## src/rtl/uram_event_axis_packer.sv

```systemverilog
// uram_event_axis_packer: captures header/URAM words from the event readout SM, buffers
// them in a first-word-fall-through FIFO and streams them out as AXI4-Stream events.
// Optional feature macro: UEV_PACKER_TRAILER_EN appends a trailer word
// {16'hE7E7, event_count, word_count} carrying tlast after every event (needs DATA_WIDTH >= 64).
module uram_event_axis_packer #(
  parameter int unsigned DATA_WIDTH   = 64,
  parameter int unsigned FIFO_DEPTH   = 16,
  parameter int unsigned START_THRESH = 4,
  parameter int unsigned HDR_WORDS    = 4
) (
  input  logic                  clk_i,
  input  logic                  rst_i,
  input  logic                  clk_ce_i,
  input  logic                  evbuf_avail_i,
  output logic                  data_avail_o,
  input  logic                  valid_i,
  input  logic                  sel_header_i,
  input  logic                  complete_i,
  input  logic [DATA_WIDTH-1:0] header_dat_i,
  input  logic [DATA_WIDTH-1:0] ram_dat_i,
  output logic [DATA_WIDTH-1:0] m_axis_tdata,
  output logic                  m_axis_tvalid,
  input  logic                  m_axis_tready,
  output logic                  m_axis_tlast,
  output logic                  overflow_o,
  output logic                  framing_err_o,
  output logic [15:0]           event_count_o
);

  localparam int unsigned PTR_W  = $clog2(FIFO_DEPTH);
  localparam int unsigned FILL_W = PTR_W + 1;
  localparam int unsigned WC_W   = 16;
  localparam int unsigned EC_W   = 16;

  typedef enum logic [1:0] {
    ST_IDLE    = 2'd0,
    ST_EVENT   = 2'd1,
    ST_TRAILER = 2'd2
  } state_e;

  // FIFO storage: bit DATA_WIDTH is tlast
  logic [DATA_WIDTH:0] mem_q [FIFO_DEPTH];

  state_e              state_q,  state_d;
  logic [PTR_W-1:0]    wr_ptr_q, wr_ptr_d;
  logic [PTR_W-1:0]    rd_ptr_q, rd_ptr_d;
  logic [FILL_W-1:0]   fill_q,   fill_d;
  logic [WC_W-1:0]     wc_q,     wc_d;
  logic [EC_W-1:0]     ec_q,     ec_d;
  logic                ovf_q,    ovf_d;
  logic                ferr_q,   ferr_d;
`ifdef UEV_PACKER_TRAILER_EN
  logic [DATA_WIDTH-1:0] trail_q, trail_d;
`endif

  logic                cap;
  logic                full;
  logic                empty;
  logic                pop;
  logic                wr_req;
  logic                wr_en;
  logic                hdr_expected;
  logic [DATA_WIDTH:0] wr_word;

  // Capture, framing check, event bookkeeping and FIFO pointer update
  always_comb begin
    state_d  = state_q;
    wr_ptr_d = wr_ptr_q;
    rd_ptr_d = rd_ptr_q;
    fill_d   = fill_q;
    wc_d     = wc_q;
    ec_d     = ec_q;
    ovf_d    = ovf_q;
    ferr_d   = ferr_q;
`ifdef UEV_PACKER_TRAILER_EN
    trail_d  = trail_q;
`endif
    wr_req       = 1'b0;
    wr_word      = '0;
    cap          = clk_ce_i & valid_i;
    full         = (fill_q == FILL_W'(FIFO_DEPTH));
    empty        = (fill_q == '0);
    pop          = ~empty & m_axis_tready;
    hdr_expected = (wc_q < WC_W'(HDR_WORDS));

    if (cap) begin
      wr_req = 1'b1;
`ifdef UEV_PACKER_TRAILER_EN
      wr_word = {1'b0, (sel_header_i ? header_dat_i : ram_dat_i)};
`else
      wr_word = {complete_i, (sel_header_i ? header_dat_i : ram_dat_i)};
`endif
      if (sel_header_i != hdr_expected) begin
        ferr_d = 1'b1;
      end
      if (complete_i) begin
        wc_d = '0;
        ec_d = ec_q + EC_W'(1);
`ifdef UEV_PACKER_TRAILER_EN
        state_d = ST_TRAILER;
        trail_d = DATA_WIDTH'({16'hE7E7, ec_q, 32'({16'd0, wc_q}) + 32'd1});
`else
        state_d = ST_IDLE;
`endif
      end else begin
        wc_d    = wc_q + WC_W'(1);
        state_d = ST_EVENT;
      end
    end

`ifdef UEV_PACKER_TRAILER_EN
    // Trailer owns the write port for one cycle; a colliding capture is lost
    if (state_q == ST_TRAILER) begin
      if (cap) begin
        ovf_d = 1'b1;
      end else begin
        state_d = ST_IDLE;
      end
      wr_req  = 1'b1;
      wr_word = {1'b1, trail_q};
    end
`endif

    // A simultaneous pop frees a slot, so a write while full is still legal then
    wr_en = wr_req & (~full | pop);
    if (wr_req & ~wr_en) begin
      ovf_d = 1'b1;
    end
    if (wr_en) begin
      wr_ptr_d = wr_ptr_q + PTR_W'(1);
    end
    if (pop) begin
      rd_ptr_d = rd_ptr_q + PTR_W'(1);
    end
    fill_d = fill_q + FILL_W'(wr_en) - FILL_W'(pop);
  end

  // Control state registers with synchronous reset
  always_ff @(posedge clk_i) begin
    if (rst_i) begin
      state_q  <= ST_IDLE;
      wr_ptr_q <= '0;
      rd_ptr_q <= '0;
      fill_q   <= '0;
      wc_q     <= '0;
      ec_q     <= '0;
      ovf_q    <= 1'b0;
      ferr_q   <= 1'b0;
`ifdef UEV_PACKER_TRAILER_EN
      trail_q  <= '0;
`endif
    end else begin
      state_q  <= state_d;
      wr_ptr_q <= wr_ptr_d;
      rd_ptr_q <= rd_ptr_d;
      fill_q   <= fill_d;
      wc_q     <= wc_d;
      ec_q     <= ec_d;
      ovf_q    <= ovf_d;
      ferr_q   <= ferr_d;
`ifdef UEV_PACKER_TRAILER_EN
      trail_q  <= trail_d;
`endif
    end
  end

  // FIFO storage write; contents are don't-care while the FIFO is empty
  always_ff @(posedge clk_i) begin
    if (wr_en) begin
      mem_q[wr_ptr_q] <= wr_word;
    end
  end

  // Head word drives the stream directly (first-word fall-through), zeroed when empty
  assign m_axis_tvalid = ~empty;
  assign m_axis_tdata  = empty ? '0 : mem_q[rd_ptr_q][DATA_WIDTH-1:0];
  assign m_axis_tlast  = empty ? 1'b0 : mem_q[rd_ptr_q][DATA_WIDTH];

  assign data_avail_o  = evbuf_avail_i & ((state_q == ST_EVENT) | (fill_q <= FILL_W'(START_THRESH)));
  assign overflow_o    = ovf_q;
  assign framing_err_o = ferr_q;
  assign event_count_o = ec_q;

endmodule

```

## config.mk

```make
export PLATFORM = sky130hd
export DESIGN_NAME = uram_event_axis_packer
export DESIGN_NICKNAME = d
export VERILOG_FILES = /design/src/rtl/uram_event_axis_packer.sv
export SDC_FILE = /design/constraint.sdc
export NUM_CORES = 1
export LEC_CHECK = 0
export CAP_MARGIN = 20
export CORE_MARGIN = 5
export CORE_UTILIZATION = 30
export CTS_BUF_LIST = sky130_fd_sc_hd__clkbuf_2 sky130_fd_sc_hd__clkbuf_4 sky130_fd_sc_hd__clkbuf_8
export DETAILED_ROUTE_END_ITERATION = 10
export HOLD_SLACK_MARGIN = 0.1
export SKIP_LAST_GASP = 1
export SLEW_MARGIN = 20
export SYNTH_ARGS = -nofsm -noshare
export SYNTH_HDL_FRONTEND = slang
export SYNTH_SLANG_ARGS = --single-unit
```

## constraint.sdc

```tcl
create_clock -name clk_i -period 9.4 [get_ports clk_i]
set_clock_uncertainty 0.15 [all_clocks]
set_input_delay 0.94 -clock clk_i [delete_from_list [all_inputs] [get_ports clk_i]]
set_output_delay 0.94 -clock clk_i [all_outputs]
set_load 0.05 [all_outputs]
```

==> impl_metrics.ini, run 1 <==
[logic_synthesis]
yosysWarnings = 0
synthCells = 2097
yosysUniqueCellTypes = 48
synth_edf_count = 1040
synthesis.area_um2 = 42500
synthArstFlopShare_pct = 0
ys_ff_latch = 1092
syn_avg_cell_area_um2 = 20.3
ys.flop_type = edfxtp_1
syn_nets = 2249
ys_seq_area_share_pct = 75.9

[timing]
rsz0062_at_grt = no
slew_violations = 0
fin_setup_tns_ns = 0
period_needed_ns = 6.04
setup_viol = 0
hold_viol = 0
slew_headroom_pct = 28.3
fin_crit_sh_pct = 64.3
clock.fmax_mhz = 165
max_slew.worst_pin.slew_ns = 1.07

[clock_network]
insertion_delay_ns = 0.87
root_buffer = clkbuf_8
tritoncts = yes
clockBufferDepth = 3
cts_buffers = 182
cts_resized = 0
clkTransAtPathRegs_ns = 0.06
cts_setup_buffers = 0
cts_max_level = 4
cts.hold.buffers_added = 0
cts_sinks = 1092

[critical_path]
startpoint_type = flop
cp.arrival_ns = 4.95
worst_setup_path_end_kind = output pin
cp_max_fo = 27
required_ns = 8.31
path_delay_family = buffers and inverters
cpPeakStageDelay_ns = 0.75
critical_path_buf_inv_count = 4
crit_chain = inv_1 -> ha_1 -> nor4b_4 -> inv_2 -> nand3b_2 -> buf_4 -> o22ai_1 -> a221o_1 -> clkdlybuf4s50_1
cp_slowest_cell = clkdlybuf4s50_1
path_class = flop to output pin

[routing]
vias = 21101
wl_um = 104000
drt-wirelength-per-cell_um = 23.2
drtAntennaViolNets = 0
drc = 0
dr.pass1.iters = 5
routed_via_density = 4.72
dr.first_iter.drc_count = 1545

[power]
p_leak_nw = 16.4
pwr-share-seq_pct = 43.5
p_switching_mw = 3.73
vdd_ir_drop_max_mv = 0.186
power.density_nw_per_um2 = 248
combPwrFrac_pct = 23.4
p_int_mw = 8.86
clkPwrFrac_pct = 33.2
swShare_pct = 29.6

[hold_path]
hp-class = flop to flop

[placed_design]
gp_congestion = 0.692
place.port_buffers = 220
dp.cells = 4141
dp_hpwl_um = 55700

[cells_and_area]
fin_cells = 4469
n_fill_cell = 13194
layout-drive-gt1-share_pct = 24.1
seqCellArea_um2 = 32300
area_growth_pct = 19.3
final_nets = 2587
multiInputGateArea_um2 = 9490

[floorplan]
initial_core_util_pct = 30.1
core_um2 = 141000
fp-row-count = 138
die_h_um = 387
die_w_um = 387
ioPinCount = 221
die-area_um2 = 149000

[grt]
grt_max_degree = 108
grt_first_pass_wirelength_um = 152000
antenna_found_initial = 3
grt_pass1_vias = 22705
grt_usage_pct = 13.7
grt_remaining_overflow = 0

[outcome]
status = finished, final reports clean

[run]
drv_cap = 0
==> power by group through the flow <==
| stage | Sequential (mW) | Clock, mW | Combinational, mW |
|---|---|---|---|
| after CTS | 5.48 | 4.31 | 3.02 |
| final | 5.47 | 4.18 | 2.94 |
| after global placement | 5.58 | 0 | 2.99 |
| after floorplan | 5.50 | 0 | 2.13 |
| after global routing | 5.49 | 4.54 | 3.13 |
| after detailed placement | 5.58 | 0 | 3.01 |
==> cell families (layout without fill, tap and decap cells) <==
kind of cell             Yosys count  count (layout)  synth area share, %
flip-flops                      1092            1092                 75.9
XOR/XNOR                          26              26                0.535
AO/OA/AOI/OAI                    148             148                 2.63
buffers and inverters            225             705                 2.17
multiplexers                     327             327                 15.3
AND/OR/NAND/NOR                  263             263                 3.01
adder cells (fa/ha/maj)           16              16                0.488
other                              0               2                    0
==> Yosys cell counts (2+ instances only) <==
cell      instances  share of area, %
a21oi_1          16              0.19
a221o_1          49               1.2
a22oi_1          15              0.26
and3_1            5             0.074
and4_1            5              0.10
buf_1             8             0.071
buf_2            39              0.46
buf_4             8              0.14
clkbuf_1         55              0.49
dfxtp_1          52               2.4
edfxtp_1       1040                73
ha_1             15              0.44
inv_1           114               1.0
mux2i_1          68               1.6
mux4_2          259                14
nand2_1          38              0.34
nand2b_1         20              0.29
nand3_1          33              0.39
nand3b_1          3             0.053
nand4_1          11              0.16
nor2_1          111              0.98
nor2b_1           3             0.044
nor3_1            8             0.094
nor3b_1           2             0.035
nor4_1            4             0.059
o211ai_1          3             0.053
o21ai_0           6             0.071
o22ai_1          49              0.72
o31ai_1           4             0.071
or3_1             5             0.074
or4_1             8              0.14
xnor2_1           6              0.12
xor2_1           20              0.41
==> per-stage QoR <==
step	power [mW]	setup WS [ns]	area, um^2	utilization, %	hold slack (ns)
after global routing	13.2	2.96	50800	35.9	0.363
after CTS	12.8	3.14	50800	35.9	0.331
after floorplan	7.63	2.68	42500	-	0.291
after global placement	8.57	3.88	47100	33.4	0.311
final	12.6	3.36	50800	35.9	0.332
after detailed placement	8.60	3.87	47100	33.4	0.313
==> metal layers <==
metal	part of all wire [%]	wire [um]	track usage, %	vias to the layer above
li1	-	-	-	9275
met1	44	45500	18.3	11137
met2	49	51100	22.7	538
met3	4.9	5060	2.85	151
met4	2.1	2130	4.12	0
met5	0	0	0	-
==> state kept, by name (all words and copies together) (netlist names), named ones only <==
register / flops
mem_q: 1040
event_count_o: 16
wc_q: 16
fill_q: 5
rd_ptr_q: 4
wr_ptr_q: 4
framing_err_o: 1
overflow_o: 1
state_q: 1
==> worst register-to-register path: stages, from the launching register on <==
cell,delay [ns]
dfxtp_1,0.35
inv_1,0.07
ha_1,0.21
nor4b_1,0.18
a21oi_1,0.45
nand2_1,0.34
nor3_2,0.77
buf_4,0.59
buf_4,0.62
==> final timing paths <==
check	slack (ns)	to	start	cells past startpoint
max	3.36	m_axis_tdata[9]	fill_q[3]	9
min	0.33	wc_q[1]	wc_q[1]	2
max reg2reg	5.19	mem_q[1][18]	fill_q[2]	8
min reg2reg	0.33	wc_q[1]	wc_q[1]	2
==> layout make-up <==
cell class	instances	share of cell area, %
sequential	1092	63.6
multi-input combinational	780	18.7
clock buffer	245	5.93
clock inverter	81	1.20
timing repair buffer	264	5.07
tap	1890	4.66
inverter	115	0.850
antenna	2	0.00986
==> cells in the final DEF (no fill, tap or decap), types with 6 or more instances in the layout <==
| cell type | instances |
|---|---|
| mux2i_1 | 68 |
| edfxtp_1 | 1040 |
| nor2_4 | 12 |
| nand2b_1 | 20 |
| clkinv_1 | 36 |
| a21oi_1 | 16 |
| clkdlybuf4s50_1 | 219 |
| buf_4 | 41 |
| clkinv_2 | 22 |
| clkbuf_4 | 58 |
| mux4_2 | 259 |
| inv_1 | 114 |
| xnor2_1 | 6 |
| nand2_1 | 37 |
| o21ai_0 | 6 |
| nor2_1 | 99 |
| a221o_1 | 49 |
| ha_1 | 15 |
| bufinv_16 | 6 |
| clkbuf_8 | 187 |
| o22ai_1 | 49 |
| or4_1 | 8 |
| a22oi_1 | 15 |
| dfxtp_1 | 49 |
| nand4_1 | 11 |
| nand3_1 | 33 |
| xor2_1 | 20 |
Note: power is estimated with default switching activity, not from simulation.
==> inputs of run 2 (changes only) <==
- clock period: 9.4 -> 5.8 ns (I/O delays scaled with it)
==> run 2 against run 1 <==
Net effect: worst hold slack is essentially flat; wire length grew 2.1%; largest cell class unchanged; critical path depth is the same; worst setup slack lost 2.8 ns; sequential share of layout area shrank 0.32 points; first-iteration DRC count grew 19%; clock power grew 60%.
==> impl_metrics.ini, run 2 (synthesis gave the netlist of run 1 again) <==
[routing]
routed_via_density = 4.78
vias = 21452
drc = 0
drt-wirelength-per-cell_um = 23.6
dr.first_iter.drc_count = 1841
dr.pass1.iters = 5
wl_um = 106000
drtAntennaViolNets = 0

[clock_network]
clockBufferDepth = 3
cts_max_level = 4
insertion_delay_ns = 0.86
clkTransAtPathRegs_ns = 0.06
tritoncts = yes
root_buffer = clkbuf_8
cts_setup_buffers = 0
cts_buffers = 176
cts_sinks = 1092

[critical_path]
startpoint_type = flop
cpPeakStageDelay_ns = 0.73
critical_path_buf_inv_count = 4
cp_slowest_cell = clkdlybuf4s50_1
required_ns = 5.07
crit_chain = inv_1 -> ha_1 -> nor4b_4 -> inv_2 -> nand3_2 -> buf_4 -> o22ai_1 -> a221o_1 -> clkdlybuf4s50_1
path_class = flop to output pin
cp_max_fo = 22
cp.arrival_ns = 4.48
worst_setup_path_end_kind = output pin
path_delay_family = buffers and inverters

[cells_and_area]
layout_common_cells = 1040 x edfxtp_1, 259 x mux4_2, 219 x clkdlybuf4s50_1
largest_reg_flops = 1040
final_nets = 2600
layout_commonest_cell = edfxtp_1
layout-drive-gt1-share_pct = 24.8
fin_area_um2 = 51000
area_growth_pct = 19.9
top_register = mem_q
fin_util_pct = 36.1

[timing]
rsz0062_at_grt = no
setup_viol = 0
fin_setup_tns_ns = 0
slew_headroom_pct = 27.4
period_needed_ns = 5.21
max_slew.worst_pin.slew_ns = 1.09
clock.fmax_mhz = 192
slew_violations = 0
fin_crit_sh_pct = 89.8
hold_viol = 0

[grt]
grt_usage_pct = 14.0
grt_pass1_vias = 22543
grt_max_degree = 56
grt_first_pass_wirelength_um = 155000
antenna_found_initial = 3
grt_remaining_overflow = 0

[hold_path]
hp-class = flop to flop

[power]
p_leak_nw = 16.4
vdd_ir_drop_max_mv = 0.345
power.density_nw_per_um2 = 400

[placed_design]
place.port_buffers = 220
placed_cell_area_um2 = 47400
gp_congestion = 0.714
dp_hpwl_um = 61000

[floorplan]
initial_core_util_pct = 30.1
core_um2 = 141000
fp-row-count = 138
ioPinCount = 221
die_h_um = 387
die_w_um = 387
die-area_um2 = 149000

[run]
drv_cap = 0

[outcome]
status = finished, final reports clean
==> run 2: final timing paths <==
kind                            startpoint               end  slack, ns  cells after the start
worst max register to register   fill_q[3]         fill_q[4]       2.21                     14
worst min-delay path               wc_q[1]           wc_q[1]       0.33                      2
worst min register to register     wc_q[1]           wc_q[1]       0.33                      2
worst max-delay path             fill_q[3]  m_axis_tdata[32]       0.59                      9
==> run 2: tightest hold or removal path: stages (launching register included) <==
cell	delay (ns)
dfxtp_1	0.32
nand2_1	0.06
a21oi_1	0.05
==> run 2: routing by layer <==
layer | global-route usage, % | up-vias | share of wire [%] | routed length (um)
met5 | 0 | - | 0 | 0
met4 | 3.56 | 0 | 1.9 | 1960
met3 | 3.50 | 134 | 6.0 | 6380
met2 | 22.7 | 673 | 49 | 51600
met1 | 18.9 | 11337 | 43 | 46000
li1 | - | 9308 | - | -
==> run 2: area by class of cell <==
type,count,area [um^2]
Clock buffer,249,3020
Fill cell,13129,90200
Multi-Input combinational cell,780,9530
Clock inverter,73,544
Timing Repair Buffer,283,2850
Sequential cell,1092,32300
Antenna cell,2,5.00
Inverter,115,432
Tap cell,1890,2360
==> run 2: per-stage QoR <==
stage | cells | hold slack, ns | total power, mW | setup slack [ns]
3_3_place_gp | 4158 | 0.312 | 14.0 | 1.52
6_report | 4484 | 0.332 | 20.4 | 0.593
5_1_grt | 4483 | 0.329 | 21.3 | 0.282
4_1_cts | 4482 | 0.256 | 20.7 | 0.457
2_1_floorplan | 2097 | 0.291 | 12.4 | 1.08
3_5_place_dp | 4159 | 0.322 | 14.0 | 1.45
==> run 2: where the power goes <==
part	switching, mW	leakage [nW]	internal (mW)	total [mW]
Clock	3.09	1.89	3.58	6.67
Combinational	2.89	4.55	2.01	4.90
Sequential	0.142	10.0	8.71	8.85
==> run 2: timing repair <==
| item | CTS | global route |
|---|---|---|
| hold endpoints to repair | 1 | 0 |
| resized for setup | 0 | 0 |
| hold buffers | 1 | 0 |
==> inputs of run 3 (changes only) <==
- CORE_MARGIN: 5 -> 2
- MAX_ROUTING_LAYER: default -> met4
==> run 3 against run 2 <==
Net effect: fmax rose by 0.13%; highest routed layer unchanged; design area fell by 0.28%; wire length fell by 3.4%; sequential power barely moved; worst hold slack got worse by 0.0018 ns; non-clock buffer count fell by 7.
==> impl_metrics.ini, run 3 (synthesis gave the netlist of run 1 again) <==
[placed_design]
dp.cells = 4149
place.port_buffers = 220
preCtsSetupSlack_ns = 1.41
gp_congestion = 0.734
dp_hpwl_um = 58100
placed_cell_area_um2 = 47400

[timing]
hold_viol = 0
rsz0062_at_grt = no
worst_slack_ns = 0.600
slew_violations = 0
fin_crit_sh_pct = 89.7
slew_headroom_pct = 28.1
setup_viol = 0
clock.fmax_mhz = 192
fin_setup_tns_ns = 0
max_slew.worst_pin.slew_ns = 1.07
period_needed_ns = 5.20

[floorplan]
die-area_um2 = 145000
die_w_um = 381
fp-row-count = 138
initial_core_util_pct = 30.1
ioPinCount = 221
core_um2 = 141000
die_h_um = 381

[power]
vdd_ir_drop_max_mv = 0.231
p_leak_nw = 16.3
power_mw = 20.2
power.density_nw_per_um2 = 397

[critical_path]
path_class = flop to output pin
cp.arrival_ns = 4.47
cp_max_fo = 49
startpoint_type = flop
worst_setup_path_end_kind = output pin
required_ns = 5.07

[cells_and_area]
layout_common_cells = 1040 x edfxtp_1, 259 x mux4_2, 219 x clkdlybuf4s50_1
area_growth_pct = 19.6
fin_cells = 4468
top_register = mem_q
final_nets = 2595
layout_commonest_cell = edfxtp_1
fin_area_um2 = 50900
largest_reg_flops = 1040
layout-drive-gt1-share_pct = 24.6

[routing]
drtAntennaViolNets = 0
drc = 0
drt-wirelength-per-cell_um = 22.9
dr.pass1.iters = 6
wl_um = 102000
dr.first_iter.drc_count = 1611
vias = 21333
routed_via_density = 4.77

[clock_network]
tritoncts = yes
clockBufferDepth = 3
cts_setup_buffers = 0
cts_resized = 0
cts.hold.buffers_added = 1
cts_sinks = 1092
cts_max_level = 4
root_buffer = clkbuf_8
clkTransAtPathRegs_ns = 0.06
cts_buffers = 178
insertion_delay_ns = 0.85

[outcome]
status = finished, final reports clean

[run]
drv_cap = 0

[grt]
antenna_found_initial = 5
grt_max_degree = 66
grt_first_pass_wirelength_um = 151000
grt_remaining_overflow = 0
grt_usage_pct = 14.5
grt_pass1_vias = 22700

[hold_path]
hp-class = flop to flop
-- run 3: path summary, 6_finish.rpt --
check | to | slack (ns) | cells past startpoint | from
max | m_axis_tdata[33] | 0.60 | 4 | flop
max reg2reg | fill_q[4] | 2.38 | 14 | fill_q[3]
min reg2reg | wc_q[1] | 0.33 | 2 | wc_q[1]
min | wc_q[1] | 0.33 | 2 | wc_q[1]
-- run 3: power by group --
part           total [mW]  switching [mW]  internal [mW]
logic                4.86            2.84           2.02
clock network        6.50            3.04           3.46
registers            8.87           0.152           8.71
-- run 3: stage by stage --
stage                     utilization [%]  hold slack (ns)
after CTS                            36.0            0.260
final                                36.0            0.331
after global routing                 36.0            0.323
after floorplan                         -            0.291
after global placement               33.5            0.312
after detailed placement             33.5            0.315
-- run 3: area by class of cell --
cell class | instances | area (um^2)
clock inverters | 68 | 435
clock buffers | 245 | 3010
flip-flops and latches | 1092 | 32300
multi-input cells | 780 | 9560
well taps | 1890 | 2360
inverters | 115 | 432
repair buffers | 276 | 2800
fillers | 13175 | 90400
diodes | 2 | 5.00
-- run 3: critical path, cell delays in order (launching register included) --
cell             delay (ns)
dfxtp_4                0.95
nand3_4                0.95
o22ai_1                0.63
a221o_1                0.21
clkdlybuf4s50_1        0.82
-- run 3: metal layers --
layer / GRT usage, % / routed length [um]
met1: 18.9 / 44800
met5: - / 0
met4: 4.31 / 2220
met3: 3.58 / 6550
met2: 22.4 / 48800
==> RTL edit 1, RTL diff (flow settings as in run 3) <==
The parameter `DATA_WIDTH` goes from 64 to 68. Comments in the files are not updated.
--- a/src/rtl/uram_event_axis_packer.sv
+++ b/src/rtl/uram_event_axis_packer.sv
@@ -3,7 +3,7 @@
 // Optional feature macro: UEV_PACKER_TRAILER_EN appends a trailer word
 // {16'hE7E7, event_count, word_count} carrying tlast after every event (needs DATA_WIDTH >= 64).
 module uram_event_axis_packer #(
-  parameter int unsigned DATA_WIDTH   = 64,
+  parameter int unsigned DATA_WIDTH   = 68,
   parameter int unsigned FIFO_DEPTH   = 16,
   parameter int unsigned START_THRESH = 4,
   parameter int unsigned HDR_WORDS    = 4
Interface: changed (resized header_dat_i, m_axis_tdata and ram_dat_i); port bits go from 221 to 233. The function was not compared with the original's and may differ.
==> RTL edit 1 against run 3 <==
First-iteration DRC count increased by 14%. Utilization about the same. Final area increased by 4.7%. Synthesized area increased by 5.2%. Total power increased by 4.6%. Wire length increased by 8.3%. Sequential cell count increased by 64. Largest power group unchanged. Setup slack improved by 0.21 ns.
==> RTL edit 1: results (changes against run 3) <==
| Metric | Value |
|---|---|
| Status | `completed (unchanged)` |
| GR Layer Usage met3 | `2.654% (was 3.579%)` |
| Drt first-iter violations | `1,840 (was 1,611)` |
| Cells after DPL | `4,171 (was 4,149)` |
| Hold_sp | `sel_header_i (was wc_q[1]$_SDFFE_PP0N_)` |
| Compound-Gate Fraction of Synth Area | `3.284% (was 2.632%)` |
| Worst hold stages | `3 (was 2)` |
| Post-route setup slack | `0.8061 ns (was 0.5996 ns)` |
| Vias/cell | `4.931 (was 4.775)` |
| Post-synthesis net count | `2,237 (was 2,249)` |
| Max FO, Critical Path | `42 (was 49)` |
| Met1 wire length | `45,200 µm (was 44,750 µm)` |
| Max reg flops | `1,104 (was 1,040)` |
| Synth cell count leaders | `1,104 x edfxtp_1, 275 x mux4_2, 124 x nor2_1 (was 1,040 x edfxtp_1, 259 x mux4_2, 114 x inv_1)` |
| Global Route Usage Sum | `14.85% (was 14.51%)` |
| Adder-cell share of the synthesized area | `0.4640% (was 0.4882%)` |
| Antenna violations before repair | `2 (was 5)` |
| Comb power | `5.16 mW (was 4.86 mW)` |
| Syn Area/Cell | `21.55 µm² (was 20.29 µm²)` |
| Post-synth EDFFs | `1,104 (was 1,040)` |
| Largest net degree at the start of global routing | `82 (was 66)` |
| Global-route wire length before repair | `159,900 µm (was 151,100 µm)` |
| GR Layer Usage met2 | `25.15% (was 22.45%)` |
| Psw | `6.329 mW (was 6.037 mW)` |
| WHS | `0.2154 ns (was 0.3306 ns)` |
| Synth Area in XOR/XNOR | `0.5869% (was 0.5352%)` |
-- RTL edit 1: cell count changes after synthesis, sizes merged, moves of 6 or more --
cell    delta
clkbuf     +6
mux4      +16
a22oi     -14
a22o      +68
nand2b    -15
o22ai     -49
nand2     -18
a221o     +19
inv       -94
xnor2      +7
edfxtp    +64
nor2      +13
nand3     -19
-- RTL edit 1: critical path, stage by stage (launching register included) --
cell	delay [ns]
dfxtp_4	0.68
buf_12	0.31
buf_4	0.58
mux4_2	0.40
a22o_1	0.26
a221o_1	0.39
clkdlybuf4s50_1	0.75
-- RTL edit 1: final cells by class --
type	instances	area, µm²
fillers	13470	94730
flip-flops and latches	1156	34200
multi-input cells	783	10090
repair buffers	282	2970
clock buffers	223	2794
well taps	1930	2415
clock inverters	108	721.9
inverters	21	81.33
diodes	2	5.005
==> RTL edit 2, RTL diff (config.mk and constraints of run 3) <==
Made on the original files. `wc_q` no longer has a reset.
--- a/src/rtl/uram_event_axis_packer.sv
+++ b/src/rtl/uram_event_axis_packer.sv
@@ -142,7 +142,6 @@
       wr_ptr_q <= '0;
       rd_ptr_q <= '0;
       fill_q   <= '0;
-      wc_q     <= '0;
       ec_q     <= '0;
       ovf_q    <= 1'b0;
       ferr_q   <= 1'b0;
@@ -154,7 +153,6 @@
       wr_ptr_q <= wr_ptr_d;
       rd_ptr_q <= rd_ptr_d;
       fill_q   <= fill_d;
-      wc_q     <= wc_d;
       ec_q     <= ec_d;
       ovf_q    <= ovf_d;
       ferr_q   <= ferr_d;
@@ -162,6 +160,10 @@
       trail_q  <= trail_d;
 `endif
     end
+  end
+
+  always_ff @(posedge clk_i) begin
+    wc_q <= wc_d;
   end
 
   // FIFO storage write; contents are don't-care while the FIFO is empty
Behaviour: no difference found for any inputs over 4 cycles, from zero or initial values and one cycle with rst_i high; that may be too few to reach the edited logic, so the function may still have changed.
==> RTL edit 2 against run 3 <==
Wire length down 3.0%. Fmax increased by 2.1%. Register-to-register slack got worse by 0.06 ns. Setup slack better by 0.11 ns. Sequential power is essentially flat. Sequential cell count did not move. Total power grew 1.3%. Final area is 0.33% lower. Synthesized area down 0.25%. Combinational power up 4.5%. Cell count shrank 2.4%.
==> RTL edit 2: results (changes against run 3) <==
| Metric | Value |
|---|---|
| Status | `completed (unchanged)` |
| Synth unique cells | `46 (was 48)` |
| Placed wire-length estimate | `58,340 µm (was 58,130 µm)` |
| Layout cell share with drive strength beyond 1 | `25.16% (was 24.57%)` |
| Crit path max-delay family | `buffers and inverters (was flip-flops)` |
| RR Endpoint | `mem_q[7][36]$_DFFE_PP_ (was fill_q[4]$_SDFF_PP0_)` |
| Sequential-to-total area share from yosys stat | `76.42% (was 75.85%)` |
| Syn Area/Cell | `21.25 µm² (was 20.29 µm²)` |
| Post-synthesis net count | `2,149 (was 2,249)` |
| Psw | `6.106 mW (was 6.037 mW)` |
| Worst-Skew Late Latency | `0.83 ns (was 0.85 ns)` |
| Routability cong. | `0.7515 (was 0.7341)` |
| Vias in the first global route | `22,700 (about the same)` |
| Fin cells | `4,361 (was 4,468)` |
| RR Startpoint | `fill_q[2]$_SDFF_PP0_ (was fill_q[3]$_SDFF_PP0_)` |
| Fin nets | `2,484 (was 2,595)` |
| Top cells by area, synth | `edfxtp_1 75%, mux4_2 14%, dfxtp_1 1.7%, mux2i_1 1.5%, a221o_1 1.1% (was edfxtp_1 73%, mux4_2 14%, dfxtp_1 2.4%, mux2i_1 1.6%, a221o_1 1.2%)` |
| Pin slew with the least headroom to its limit | `1.102 ns (was 1.074 ns)` |
| Final WL | `99,220 µm (was 102,300 µm)` |
| WHS | `0.3372 ns (was 0.3306 ns)` |
| WP data arrival | `4.36 ns (was 4.47 ns)` |
| DR pass1 iterations | `5 (was 6)` |
| Global-route wire length before repair | `147,200 µm (was 151,100 µm)` |
| Worst-case vdd ir drop | `0.0002219 V (was 0.0002310 V)` |
| Worst min-delay path endpoint | `framing_err_o$_SDFFE_PP0P_ (was wc_q[1]$_SDFFE_PP0N_)` |
| Cells on worst reg2reg path | `7 (was 14)` |
| Antenna violations before repair | `3 (was 5)` |
| Max FO, Critical Path | `29 (was 49)` |
| Cells after DPL | `4,040 (was 4,149)` |
| R2R Setup Slk | `2.32 ns (was 2.38 ns)` |
-- RTL edit 2: cell types whose count changed in the layout (fill, tap and decap cells not counted), moves of 8 or more --
cell      delta
a22o_1      +48
o22ai_1     -49
buf_4       -10
nand2_1      -8
clkinv_1    +14
dfxtp_1     -16
xnor2_1     +11
nor2_4      -10
inv_1       -95
edfxtp_1    +16
-- RTL edit 2: worst max path at each step --
stage,from,to,slack (ns),depth (start not counted)
final,fill_q[2]$_SDFF_PP0_,m_axis_tdata[56],0.71,8
after global routing,fill_q[2]$_SDFF_PP0_,m_axis_tdata[56],0.47,8
after CTS,fill_q[2]$_SDFF_PP0_,m_axis_tdata[56],0.54,8
after detailed placement,valid_i,mem_q[7][30]$_DFFE_PP_,1.40,7
after global placement,valid_i,mem_q[7][31]$_DFFE_PP_,1.56,6
after floorplan,clk_ce_i,mem_q[3][0]$_DFFE_PP_,0.41,4
-- RTL edit 2: layer usage --
| layer | track usage, % | share of wire, % | up-vias |
|---|---|---|---|
| met2 | 23.19 | 50 | 689 |
| met5 | - | 0 | - |
| met4 | 5.313 | 2.9 | 0 |
| met3 | 2.665 | 5.1 | 188 |
| li1 | - | - | 9083 |
| met1 | 17.26 | 42 | 10980 |
-- RTL edit 2: worst reg2reg max path: stages (launching register included) --
cell	delay, ns
dfxtp_1	0.37
inv_1	0.08
ha_1	0.25
a31oi_2	0.38
inv_1	0.27
nor3b_1	0.58
and2_4	0.73
buf_12	0.32
-- RTL edit 2: final cells by class --
cell class | count | area, µm²
diodes | 3 | 7.507
clock buffers | 234 | 2895
clock inverters | 81 | 569.3
fillers | 12930 | 90180
inverters | 20 | 75.07
multi-input cells | 775 | 9603
flip-flops and latches | 1092 | 32440
well taps | 1890 | 2365
repair buffers | 266 | 2759
-- RTL edit 2: logic make-up (layout without fill, tap and decap cells) --
kind of cell	after synthesis	in the layout	share of synthesized area, %
adders and majority gates	16	16	0.4894
AOI/OAI and AO/OA	136	136	2.768
DFF	1092	1092	76.42
and+or+nand+nor	265	265	3.051
other	0	3	0
buffers and inverters	130	601	1.268
xor gates and xnor gates	30	30	0.6191
muxes	328	328	15.38
-- RTL edit 2: power groups by stage --
stage	registers (mW)	clock network, mW	logic (mW)
after global placement	9.05	0	5.14
after global routing	8.91	7.05	5.38
after floorplan	8.93	0	3.57
final	8.89	6.52	5.08
after CTS	8.90	6.72	5.21
after detailed placement	9.06	0	5.18
